===== src/rtl/seq_det_pkg.sv =====
// Shared types and helpers for the programmable serial sequence detector.
package seq_det_pkg;

  // Detector controller states.
  typedef enum logic [1:0] {
    ST_IDLE = 2'd0,
    ST_FILL = 2'd1,
    ST_HUNT = 2'd2
  } state_t;

  // Width needed to hold a pattern length in the range 0..pat_w.
  function automatic int len_width(input int pat_w);
    return $clog2(pat_w + 1);
  endfunction

  localparam int PAT_W_DEF = 8;
  localparam int LEN_W_DEF = len_width(PAT_W_DEF);

endpackage


===== src/rtl/seq_det_sat_cnt.sv =====
// Saturating up-counter with synchronous clear. A clear coinciding with an
// increment leaves the count at 1 so that the coincident event is not lost.
module seq_det_sat_cnt #(
  parameter int CNT_W = 16
) (
  input  logic             clk,
  input  logic             reset,
  input  logic             inc,
  input  logic             clr,
  output logic [CNT_W-1:0] cnt
);

  logic [CNT_W-1:0] cnt_reg;

  // Clear wins over hold; increment stops at all-ones.
  always_ff @(posedge clk) begin
    if (reset) begin
      cnt_reg <= '0;
    end else if (clr) begin
      cnt_reg <= inc ? CNT_W'(1) : '0;
    end else if (inc && (cnt_reg != '1)) begin
      cnt_reg <= cnt_reg + CNT_W'(1);
    end
  end

  assign cnt = cnt_reg;

endmodule


===== src/rtl/seq_det_prog.sv =====
// Programmable serial bit-sequence detector.
// Pattern (MSB of the active length first), length and overlap mode are
// captured when the detector leaves IDLE. A registered one-cycle match pulse
// follows the valid beat that completes the pattern.
// Optional feature macro: SEQDET_CNT_EN builds a saturating match counter;
// without it match_cnt is constant zero and cnt_clr is ignored.
module seq_det_prog
  import seq_det_pkg::*;
#(
  parameter int PAT_W = 8,
  parameter int LEN_W = len_width(PAT_W),
  parameter int CNT_W = 16
) (
  input  logic             clk,
  input  logic             reset,
  input  logic             en,
  input  logic [PAT_W-1:0] cfg_pattern,
  input  logic [LEN_W-1:0] cfg_len,
  input  logic             cfg_overlap,
  input  logic             in_valid,
  input  logic             in_bit,
  input  logic             cnt_clr,
  output logic             match,
  output logic             busy,
  output logic             cfg_err,
  output logic [CNT_W-1:0] match_cnt
);

  state_t           state_reg, state_next;
  logic [PAT_W-1:0] sh_reg, sh_next;
  logic [LEN_W-1:0] fill_cnt_reg, fill_cnt_next;
  logic [PAT_W-1:0] pat_reg, pat_next;
  logic [LEN_W-1:0] len_reg, len_next;
  logic             ovl_reg, ovl_next;
  logic             match_reg, match_next;
  logic             cfg_err_reg, cfg_err_next;

  logic [PAT_W-1:0] cand;
  logic [PAT_W-1:0] len_mask;
  logic             hit;
  logic             len_legal;

  // Only the low PAT_W-1 history bits feed the compare; the oldest bit is
  // kept so the register matches the full pattern width.
  logic unused_sh_msb;
  assign unused_sh_msb = sh_reg[PAT_W-1];

  assign len_legal = (cfg_len != '0) && (cfg_len <= LEN_W'(PAT_W));

  // Candidate word: stored history plus the bit arriving this cycle.
  assign cand = {sh_reg[PAT_W-2:0], in_bit};

  // Bits below the latched length take part in the compare.
  generate
    for (genvar gi = 0; gi < PAT_W; gi++) begin : g_mask
      assign len_mask[gi] = (LEN_W'(gi) < len_reg);
    end
  endgenerate

  assign hit = (((cand ^ pat_reg) & len_mask) == '0);

  // Shift history on every qualified beat.
  always_comb begin
    sh_next = sh_reg;
    if (in_valid) begin
      sh_next = cand;
    end
  end

  // Controller: config capture, fill counting and match decision.
  always_comb begin
    state_next    = state_reg;
    fill_cnt_next = fill_cnt_reg;
    pat_next      = pat_reg;
    len_next      = len_reg;
    ovl_next      = ovl_reg;
    match_next    = 1'b0;
    cfg_err_next  = 1'b0;
    case (state_reg)
      ST_IDLE: begin
        if (en) begin
          if (len_legal) begin
            pat_next      = cfg_pattern;
            len_next      = cfg_len;
            ovl_next      = cfg_overlap;
            fill_cnt_next = '0;
            state_next    = ST_FILL;
          end else begin
            cfg_err_next = 1'b1;
          end
        end
      end
      ST_FILL: begin
        if (!en) begin
          state_next = ST_IDLE;
        end else if (in_valid) begin
          if (fill_cnt_reg == (len_reg - LEN_W'(1))) begin
            match_next = hit;
            if (hit && !ovl_reg) begin
              fill_cnt_next = '0;
            end else begin
              state_next = ST_HUNT;
            end
          end else begin
            fill_cnt_next = fill_cnt_reg + LEN_W'(1);
          end
        end
      end
      ST_HUNT: begin
        if (!en) begin
          state_next = ST_IDLE;
        end else if (in_valid && hit) begin
          match_next = 1'b1;
          if (!ovl_reg) begin
            fill_cnt_next = '0;
            state_next    = ST_FILL;
          end
        end
      end
      default: begin
        state_next = ST_IDLE;
      end
    endcase
  end

  // State, history, latched config and registered outputs.
  always_ff @(posedge clk) begin
    if (reset) begin
      state_reg    <= ST_IDLE;
      sh_reg       <= '0;
      fill_cnt_reg <= '0;
      pat_reg      <= '0;
      len_reg      <= '0;
      ovl_reg      <= 1'b0;
      match_reg    <= 1'b0;
      cfg_err_reg  <= 1'b0;
    end else begin
      state_reg    <= state_next;
      sh_reg       <= sh_next;
      fill_cnt_reg <= fill_cnt_next;
      pat_reg      <= pat_next;
      len_reg      <= len_next;
      ovl_reg      <= ovl_next;
      match_reg    <= match_next;
      cfg_err_reg  <= cfg_err_next;
    end
  end

  assign match   = match_reg;
  assign busy    = (state_reg != ST_IDLE);
  assign cfg_err = cfg_err_reg;

`ifdef SEQDET_CNT_EN
  seq_det_sat_cnt #(
    .CNT_W (CNT_W)
  ) u_sat_cnt (
    .clk   (clk),
    .reset (reset),
    .inc   (match_reg),
    .clr   (cnt_clr),
    .cnt   (match_cnt)
  );
`else
  logic unused_cnt_clr;
  assign unused_cnt_clr = cnt_clr;
  assign match_cnt      = '0;
`endif

endmodule


===== config.mk =====
export PLATFORM = sky130hd
export DESIGN_NAME = seq_det_prog
export DESIGN_NICKNAME = d
export VERILOG_FILES = /design/src/rtl/seq_det_pkg.sv /design/src/rtl/seq_det_sat_cnt.sv /design/src/rtl/seq_det_prog.sv
export SDC_FILE = /design/constraint.sdc
export NUM_CORES = 1
export LEC_CHECK = 0
export BUFFER_PORTS_ARGS = -buffer_cell sky130_fd_sc_hd__buf_2
export CORE_MARGIN = 4
export CORE_UTILIZATION = 48
export DETAILED_ROUTE_END_ITERATION = 16
export PLACE_DENSITY = 0.75
export SYNTH_ARGS = -nofsm -noshare
export SYNTH_HDL_FRONTEND = slang
export SYNTH_SLANG_ARGS = --single-unit

===== constraint.sdc =====
create_clock -name clk -period 2.4 [get_ports clk]
set_clock_uncertainty 0.2 [all_clocks]
set_input_delay 0.36 -clock clk [delete_from_list [all_inputs] [get_ports clk]]
set_output_delay 0.36 -clock clk [all_outputs]
set_load 0.01 [all_outputs]

* Word level (Yosys, flattened, before mapping)
Index checks and enable logic that the tools add are counted. Widths: inputs -> output; s select.
Storage, ports and cells: register bits 28, latch bits 0, memory bits (writable) 0, memory bits (read-only) 0, output and inout port bits 19, logic and storage cells 79, memories kept 0
Operators by class: add/sub/neg operators 2, multiply operators 0, div/mod/pow operators 0, magnitude comparators 9, equality and inequality tests 16, shifts and indexed selects 0, muxes and demuxes 27, bitwise gates (word level) 4, reductions and logical operators 13
Operators by type and width (count):
- $mux 4 | 9
- $mux 2 | 9
- $ne 3x3->1 const B | 6
- $lt 3x4->1 const A | 4
- $ne 2x2->1 const B | 7
- $pmux 4 s3 | 1
- $reduce_and 9->1 | 1
- $and 8x8->8 | 1
- $logic_not 8->1 | 1
- $lt 1x4->1 const A | 2
- $lt 2x4->1 const A | 2
- $xor 8x8->8 | 1
- $reduce_and 7->1 | 1
- $mux 1 | 6
- $pmux 2 s3 | 1
- $add 4x1->4 const B | 1
- $eq 4x4->1 | 1
- $le 4x4->1 const B | 1
- $reduce_bool 4->1 | 1
- $sub 4x1->4 const B | 1
- $logic_and 1x1->1 | 3
- $reduce_and 3->1 | 1
- $reduce_bool 3->1 | 1
- $reduce_or 3->1 | 1
- other kinds (7) | 8

* Logic depth before layout (Yosys ltp)
depth in word-level cells 9, mapped depth 9, gate-level depth less buffers 9

* Worst setup path after synthesis
No wires, ideal clock.
path kind reg2reg, start register len_reg[0], end register state_reg[0], arrival 2061 ps, data required time 2077 ps, slack 16 ps, cell stages (with the launch flop) 8, cell sequence dfxtp_1 inv_1 ha_1 xnor2_1 nor4_4 nand2_1 a311oi_2 mux2_1
On the way: longest elaborated chain between the ends 6, elaborated cells on any way between the ends 18, classes of those cells add/sub (1); order compare (8); eq/ne (4); bitwise (1); reduce/logical (4)
Ends and longest elaborated chain:
- start: declaration | line seq_det_prog.sv:33 | logic [LEN_W-1:0] len_reg, len_next;
- start signal: assignment | line seq_det_prog.sv:142 | len_reg <= len_next;
- $lt 1x4->1 (tied with other cells) | line seq_det_prog.sv:56 | assign len_mask[gi] = (LEN_W'(gi) < len_reg);
- $and 8x8->8 | line seq_det_prog.sv:60 | assign hit = (((cand ^ pat_reg) & len_mask) == '0);
- $logic_not 8->1 | line seq_det_prog.sv:60
- $logic_and 1x1->1 (on tied branches) | line seq_det_prog.sv:112, seq_det_prog.sv:99
- $ne 3x3->1 (no line)
- $reduce_and 7->1 (no line) (*)
- end signal: assignment | line seq_det_prog.sv:138 | state_reg <= state_next;
- end: declaration | line seq_det_prog.sv:29 | state_t state_reg, state_next;
Every way passes the cells marked *; elsewhere a longest branch is shown, timed or not. A chain may end at the register's enable or synchronous reset.

* Worst setup path in the final report
start register len_reg[1], end register state_reg[0]
Same word-level chain as after synthesis.

==> impl_results.md <==
- Status: completed
- Avg WL per Cell: ~12 um
- Num CTS Buffers: 3
- Hold_buf cts: 0
- Reg2reg path depth: 7
- Io pins: 38
- Vias per inst: approximately 5.0
- FP Rows: 21
- Final Max Slew Viols: 0
- Worst r2r dst: state_reg[0]
- Fmax: 434.2 MHz
- Area of the multi-input gates: approximately 1100 sq um
- GP Congestion: 0.7808
- Area Overhead vs Synth: 19.23%
- H-tree Lvls: 1
- TritonCTS clock tree: yes
- Finish-stage setup viols: 0
- Fillers: 315
- Tmin final: roughly 2.3 ns
- Number of global-route vias before repair: between 1000 and 1500
- Diode count: 0
- Via count: roughly 1400
- Top FF cell, synth: dfxtp_1
- Initial Util: 50.68%
- Reg area: 564.3 sq um
- Peak supply drop: around 460 uV
- Clock latency on the worst-skew pair: around 0.34 ns
- RSZ-0062 raised after global routing: true
- Startpoint Class: flip-flop
- Synthesized flop and latch total: 28
- Max cap viols: 0
- Number of flip-flops in the largest register: 8
- Arr. time, crit path: between 2 and 2.5 ns
- Post-route DRC: 0
- Kind of critical path: flip-flop to flip-flop
- WHS: between 0.04 and 0.05 ns
- Maximum fanout along the worst path: 5
- Post-synthesis cell count: approximately 190
- Static Leak: slightly below 0.9 nW
- Power, Total: 1.328 mW
- Hold Path Depth: 3
- Final #Nets: around 250
- Die Ht: just under 70 um
- Die width: about 68 um
- Least-Margin Pin Slew: approximately 0.55 ns
- DPL Wire Length: ~2400 um
- Placed inst area: between 1500 and 2000 sq um
- Share of cells above drive strength 1: between 20 and 30%
- Post-detailed-route count of antenna-violating nets: 0
- Initial antenna violation count: 0
- Port buffer count: 20
- First-pass GRT wire length: between 5000 and 6000 um
- Hold path startpoint: cfg_pattern[3]
- Ys async rst share: 0%
- CP startpoint: len_reg[1]
- Core Area: roughly 3400 sq um
- GR Overflow Total: 0
- Drt pass-1 iters: 4
- Period utilization: 95.96%
- Worst setup EP type: flip-flop
- Clock Tree Buf Depth: 2
- Clock sink count: 28
- Total die area: around 4600 sq um
- Root Buffer: clkbuf_4
- Synthesized area: 1718 sq um
- Slew Limit Headroom: between 60% and 70%
- Hold Path Sink: pat_reg[3]
- Pwr/cell area: 648.5 nW/um^2
- Post-synthesis sequential area ratio: about 33%
- Number of synthesized flops with an enable pin: 0
- Final Hold Vio Count: 0
- Reg-to-reg critical path startpoint: len_reg[1]
- DR iter-0 viols: 59
- GRT Util Overall: between 15 and 20%
- Synth unique cells: 47
- Reg clk slew, reported paths: about 0.16 ns
- Largest net degree at the start of global routing: 31
- Reg2reg setup slack: between 0.09 and 0.1 ns
- Finished layout cell area: roughly 2000 sq um
- Worst hold path type: input pin to flip-flop
- Number of synthesis warnings: 0
- Syn avg cell area: approximately 9 sq um
- Final WL: between 3000 and 4000 um
- Critical Path RT: about 2.5 ns
[cells in the mapped netlist (2+ instances only)]
library cell   n  area (sq um)
buf_4         16         120.1
nand3_1        2         10.01
o21ai_0        3         15.01
a21oi_1       10         50.05
dfxtp_1       28         560.5
xnor2_1       10         87.58
or2_1          2         12.51
a32o_1         2         20.02
nor2_1        28         105.1
inv_1          8         30.03
buf_2          2         10.01
nand2_1        8         30.03
ha_1           9         112.6
nor3_1         3         15.01
mux2i_1       20         200.2
xor2_1         5         43.79
clkbuf_1       5         18.77
[area by class of cell]
type / count / share of cell area (%)
Clock buffer: 3 / 1.100
Multi-Input combinational cell: 147 / 53.51
Sequential cell: 28 / 27.55
Clock inverter: 1 / 1.466
Tap cell: 46 / 2.810
Timing Repair Buffer: 37 / 12.10
Inverter: 8 / 1.466
[worst max-delay path by stage]
stage / endpoint / slack [ns] / cells past startpoint
3_3_place_gp: fill_cnt_reg[2] / -0.01 / 9
2_1_floorplan: state_reg[0] / 0.02 / 7
5_1_grt: state_reg[0] / -0.03 / 7
6_report: state_reg[0] / 0.1 / 7
3_5_place_dp: state_reg[0] / -0.04 / 7
4_1_cts: state_reg[0] / 0.002 / 8
[power breakdown]
part | internal (mW) | switching, mW | total (mW) | leakage, nW
logic | 0.243 | 0.239 | 0.482 | 0.633
registers | 0.497 | 0.0306 | 0.528 | 0.229
clock network | 0.169 | 0.150 | 0.318 | 0.0279
[repair_timing]
action | CTS | global route
hold endpoints to repair | 0 | 0
setup endpoints to repair | 2 | 4
pin swaps | 6 | 11
buffers inserted | 3 | 1
resized for setup | 3 | 15
[cell usage in the layout, fill, tap and decap left out, drive strengths merged, types with 2 or more instances in the layout]
| cell type | Yosys | layout |
|---|---|---|
| buf | 18 | 37 |
| nor2 | 28 | 28 |
| dfxtp | 28 | 28 |
| mux2i | 20 | 20 |
| conb | 1 | 16 |
| a21oi | 10 | 10 |
| xnor2 | 10 | 10 |
| ha | 9 | 9 |
| nand2 | 8 | 8 |
| inv | 8 | 8 |
| xor2 | 5 | 5 |
| nor3 | 4 | 4 |
| o21ai | 3 | 3 |
| clkbuf | 5 | 3 |
| nor4 | 3 | 3 |
| nand3 | 2 | 2 |
| or2 | 2 | 2 |
| a31oi | 2 | 2 |
| a32o | 2 | 2 |
[worst max-delay path: stages, from the launching register on]
cell and delay [ns]:
dfxtp_2 0.36, inv_2 0.10, ha_4 0.22, xnor2_2 0.15, nor4_4 0.38, nand2_1 0.14, a311oi_2 0.32, mux2_1 0.35
[per-stage QoR]
stage	worst slack, ns	std cells	util [%]	setup TNS [ns]
2_1_floorplan	0.01586	206	-	0
3_3_place_gp	-0.01208	262	55.85	-0.01725
6_report	0.09698	270	60.43	0
3_5_place_dp	-0.03512	262	55.85	-0.06900
4_1_cts	0.001849	269	58.21	0
5_1_grt	-0.02997	270	60.43	-0.02997
[metal layers]
metal	global-route usage, %	routed length (um)	vias to the layer above	share of wire (%)
met5	0	0	-	0
met4	2.978	19	0	0.57
met3	3.941	143	2	4.3
met2	27.83	1737	25	52
met1	17.77	1460	639	43
li1	-	-	694	-
[cell families after synthesis]
logic type                 Yosys count  share of synthesized area, %
other                                1                        0.2183
adders and majority gates            9                         6.555
and+or+nand+nor                     57                         17.04
muxes                               21                         12.31
AOI/OAI and AO/OA                   29                         13.18
DFF                                 28                         32.63
xor gates and xnor gates            15                         7.647
buffers and inverters               31                         10.42
Power figures use the tool's default switching activity.
